**src/rtl/cdb_arbiter.sv**
```systemverilog
// Common data bus arbiter: grants one finished reservation station per cycle.
// Round-robin among completed requesters, with a starvation override that
// favours the lowest-index requester whose wait age has reached AGE_MAX.
// Arbitration is combinational and all outputs are registered, so the grant
// appears one cycle after complete is seen.
module cdb_arbiter #(
  parameter int NUM_REQ = 8,
  parameter int BASE_ID = 1,
  parameter int AGE_MAX = 7
) (
  input  logic               clk,
  input  logic               reset_n,
  input  logic [NUM_REQ-1:0] complete,
  input  logic               stall,
  input  logic               flush,
  output logic [31:0]        selection,
  output logic               sel_load,
  output logic [NUM_REQ-1:0] grant_onehot
);

  localparam int          PTR_W  = (NUM_REQ > 1) ? $clog2(NUM_REQ) : 1;
  localparam logic [3:0]  AGE_TH = 4'(AGE_MAX);
  localparam logic [31:0] BASE   = 32'(BASE_ID);

  logic [31:0]        sel_q, sel_d;
  logic               load_q, load_d;
  logic [NUM_REQ-1:0] grant_q, grant_d;
  logic [PTR_W-1:0]   rr_q, rr_d;
  logic [3:0]         age_q [NUM_REQ];
  logic [3:0]         age_d [NUM_REQ];

  logic [NUM_REQ-1:0] elig;
  logic               starv_hit, rr_hit, do_grant;
  logic [PTR_W-1:0]   starv_idx, rr_idx, winner;

  // Pick the winner: starved requesters first (lowest index), else round-robin from rr_q.
  always_comb begin
    int j;
    j         = 0;
    // The requester currently on the bus is drained this cycle, so it sits out.
    elig      = complete & ~(load_q ? grant_q : '0);
    starv_hit = 1'b0;
    starv_idx = '0;
    rr_hit    = 1'b0;
    rr_idx    = '0;
    // Downward scans so that the last hit written is the lowest index / nearest offset.
    for (int i = NUM_REQ - 1; i >= 0; i--) begin
      if (elig[i] && (age_q[i] >= AGE_TH)) begin
        starv_hit = 1'b1;
        starv_idx = PTR_W'(i);
      end
    end
    for (int k = NUM_REQ - 1; k >= 0; k--) begin
      j = int'(rr_q) + k;
      if (j >= NUM_REQ) j = j - NUM_REQ;
      if (elig[PTR_W'(j)]) begin
        rr_hit = 1'b1;
        rr_idx = PTR_W'(j);
      end
    end
    winner   = starv_hit ? starv_idx : rr_idx;
    do_grant = (starv_hit | rr_hit) & ~stall & ~flush;
  end

  // Next-state for outputs, round-robin pointer and age counters.
  always_comb begin
    sel_d   = '0;
    load_d  = 1'b0;
    grant_d = '0;
    rr_d    = rr_q;
    if (do_grant) begin
      sel_d   = BASE + 32'(winner);
      load_d  = 1'b1;
      grant_d = {{(NUM_REQ-1){1'b0}}, 1'b1} << winner;
      rr_d    = (winner == PTR_W'(NUM_REQ - 1)) ? '0 : winner + 1'b1;
    end
    for (int i = 0; i < NUM_REQ; i++) begin
      if (flush || !complete[i] || (do_grant && (winner == PTR_W'(i))))
        age_d[i] = 4'd0;
      else if (age_q[i] != 4'hf)
        age_d[i] = age_q[i] + 4'd1;
      else
        age_d[i] = age_q[i];
    end
  end

  // State registers; reset clears everything immediately.
  always_ff @(posedge clk or negedge reset_n) begin
    if (!reset_n) begin
      sel_q   <= '0;
      load_q  <= 1'b0;
      grant_q <= '0;
      rr_q    <= '0;
      for (int i = 0; i < NUM_REQ; i++) age_q[i] <= 4'd0;
    end else begin
      sel_q   <= sel_d;
      load_q  <= load_d;
      grant_q <= grant_d;
      rr_q    <= rr_d;
      for (int i = 0; i < NUM_REQ; i++) age_q[i] <= age_d[i];
    end
  end

  assign selection    = sel_q;
  assign sel_load     = load_q;
  assign grant_onehot = grant_q;

endmodule

```
**config.mk**
```make
export PLATFORM = sky130hd
export DESIGN_NAME = cdb_arbiter
export DESIGN_NICKNAME = d
export VERILOG_FILES = /design/src/rtl/cdb_arbiter.sv
export SDC_FILE = /design/constraint.sdc
export NUM_CORES = 1
export LEC_CHECK = 0
export ABC_AREA = 0
export CORE_MARGIN = 4
export CORE_UTILIZATION = 25
export CTS_BUF_LIST = sky130_fd_sc_hd__clkbuf_8
export DETAILED_ROUTE_END_ITERATION = 10
export SETUP_SLACK_MARGIN = 0.3
export SYNTH_ARGS = -nofsm -noshare
export SYNTH_HDL_FRONTEND = slang
export SYNTH_SLANG_ARGS = --single-unit
```
**constraint.sdc**
```tcl
create_clock -name clk -period 8.4 [get_ports clk]
set_input_delay 1.68 -clock clk [delete_from_list [all_inputs] [get_ports clk]]
set_output_delay 1.68 -clock clk [all_outputs]
set_load 0.01 [all_outputs]
```
==> impl_metrics.ini <==
[synthesis]
synth_area_leaders = dfrtp_1, mux2i_1, buf_4
synth_top_flop_cell = dfrtp_1
ys_seq_area_share_pct = 31.7
async_flop_share_pct = 100
ys_ff_latch = 48
synth_top_area_share_pct = 31.7
synthCells = 367
syn_area_sq_um = 3790
synth_edf_count = 0
synth_cell_types = 67
yosysWarnings = 0
synth_top_cell_by_area = dfrtp_1
synth.avg_cell_area_sq_um = 10.3

[route]
ant_nets = 0
num_vias = 2914
dr.pass1.iters = 4
drc = 0
finalWirelength_mm = 8.99
wl_per_cell_um = 15.7
drt-vias-per-instance = 5.10
drt_first_iter_violations = 129

[sta]
fin_crit_ns = 5.48
worst_pin_slew_ns = 1.08
final-hold-violation-count = 0
period_share_pct = 65.2
finClkSkew_ns = 0.00838
max-slew-margin-rel_pct = 28.2
setup_violations = 0
rsz0062_at_grt = no
fmax_mhz = 183
fin_setup_tns_ns = 0
final_max_slew_viol_count = 0

[global_routing]
grt_use_total_pct = 10.6
grt_first_pass_wirelength_mm = 14.5
antenna_found_initial = 0
grt_pass1_vias = 2853
grt_max_degree = 49
grt-ovfl-total = 0

[outcome]
status = finished, final reports clean

[die]
start_util_pct = 25.8
core_sq_um = 14700
die_area_sq_um = 17200
die_h_um = 131
die_w_um = 131
ios = 53
rows = 44

[cts]
clk_pin_slew_ns = 0.08
clkLatencyLatePin_ns = 0.30
h-tree-depth = 2
cts_resized = 0
cts_buffers = 5
cts_tree = yes
cts_root_buf = clkbuf_8
clk_path_buf_depth = 2
cts_setup_buffers = 0
holdBufCountCts = 0
numClockSinks = 48

[place]
portBuffers = 24
gp_congestion = 0.955
dp_hpwl_mm = 6.96

[worst_setup_path]
worst_r2r_startpoint = rr_q[0]
r2r_cells = 13
endpoint_kind = flop
worstPathArrival_ns = 5.69
regToRegEndpoint = age_q[2]
path_cells = clkdlybuf4s50_1, a21bo_2, mux4_2, mux2i_1, o311ai_1, and4b_1, o31ai_1, a311o_1, inv_1, ha_1, ha_1, and2_1, or3b_1, nor3_1
reg2reg_slack_ns = 3.64
crit_slowest_cell = clkdlybuf4s50_1
cpPeakStageDelay_ns = 0.55
cp_max_fo = 6
worst-setup-path-type = in2reg
cp.required_ns = 8.62
worst_path_most_repeated_cell = ha_1
startpoint_type = primary input

[cells_and_area]
nNetsFinal = 415
final_util_pct = 28.5
multiInputGateArea_sq_um = 2380
register_area_sq_um = 1200
layout_common_cells = dfrtp_1, conb_1, nor2_1
area_delta_synth_final_pct = 10.5
n_antenna_cell = 0
fillers = 1524
drive_gt1_share_pct = 13.4
layout_commonest_cell = dfrtp_1

[worst_hold_path]
min_to = age_q[3]
holdCritStartpoint = age_q[3]
hold_path_class = reg2reg
whs_path_depth = 1

[power_and_ir_drop]
powerDensity_nw_per_um2 = 303
p_leak_nw = 1.83
ir_worst_vdd_mv = 0.107
p_total_mw = 1.27

[flow_run]
max_cap_violations = 0
==> sequential cells by signal, indices dropped and copies added, names as in the netlist <==
name          flops
age_q            32
grant_onehot      8
rr_q              3
sel_load          1
selection         4
==> power breakdown <==
| group | switching (mW) | internal [mW] | leakage [nW] |
|---|---|---|---|
| registers | 0.0616 | 0.262 | 0.653 |
| logic | 0.456 | 0.341 | 1.13 |
| clock network | 0.0730 | 0.0734 | 0.0503 |
| total | 0.590 | 0.677 | 1.83 |
==> worst max-delay path: cells and delay by family <==
| family | cells | cell delay [ns] |
|---|---|---|
| compound gates | 4 | 1.13 |
| mux | 2 | 0.87 |
| buf+inv | 2 | 0.65 |
| fa+ha+maj | 2 | 0.40 |
| simple gates | 4 | 0.95 |
==> how the worst max path moves through the flow <==
stage                 from  slack, ns  depth (start not counted)       end
5_1_grt        complete[2]       2.58                         14  age_q[3]
4_1_cts        complete[2]       2.92                         14  age_q[2]
3_3_place_gp   complete[2]       2.62                         14  age_q[2]
2_1_floorplan  complete[2]       3.79                         13  age_q[2]
6_report       complete[2]       2.92                         14  age_q[2]
3_5_place_dp   complete[2]       2.61                         14  age_q[2]
==> synth_stat cells, types with 4 or more instances <==
library cell,count
xor2_1,5
xnor2_1,6
a21oi_1,13
a21boi_1,6
mux4_2,9
nand3_1,16
nor3b_1,6
buf_2,4
buf_4,29
dfrtp_1,48
mux2i_1,26
nor2_1,27
nand2_1,14
ha_1,16
inv_1,5
nor2b_1,6
nor4b_1,9
a211oi_1,4
nand3b_1,7
a21bo_2,8
nand2b_1,4
o22ai_1,6
and2_1,7
a31oi_1,5
o21ai_0,12
nor3_1,6
==> final cells by class <==
| cell class | instances | share of cell area [%] |
|---|---|---|
| Sequential cell | 48 | 28.7 |
| Multi-Input combinational cell | 299 | 57.0 |
| Timing Repair Buffer | 25 | 5.80 |
| Inverter | 8 | 0.718 |
| Tap cell | 184 | 5.50 |
| Clock buffer | 7 | 2.30 |
==> metrics by stage <==
stage          cell area (sq um)  cells  setup WS (ns)  hold WS, ns
6_report                    4180    571           2.92        0.535
3_3_place_gp                4090    564           2.62        0.515
3_5_place_dp                4090    564           2.61        0.529
2_1_floorplan               3890    394           3.79        0.493
5_1_grt                     4180    571           2.58        0.582
4_1_cts                     4180    571           2.92        0.539
==> layer usage <==
metal	wire length [um]	track usage (%)	vias up
met5	0	0	-
met4	172	3.02	0
met3	529	2.35	18
met2	4480	18.0	92
met1	3810	13.6	1441
li1	-	-	1363
==> cells by family (layout without fill, tap and decap cells) <==
family                   Yosys count  after routing  synth area share, %
other                              1             28               0.0990
AND/OR/NAND/NOR                  119            119                 18.3
AO/OA/AOI/OAI                     83             83                 18.1
buffers and inverters             47             40                 8.16
adder cells (fa/ha/maj)           16             16                 5.29
flip-flops                        48             48                 31.7
XOR/XNOR                          11             11                 2.54
multiplexers                      42             42                 15.7
No activity file was read; power rests on OpenSTA's default activity.
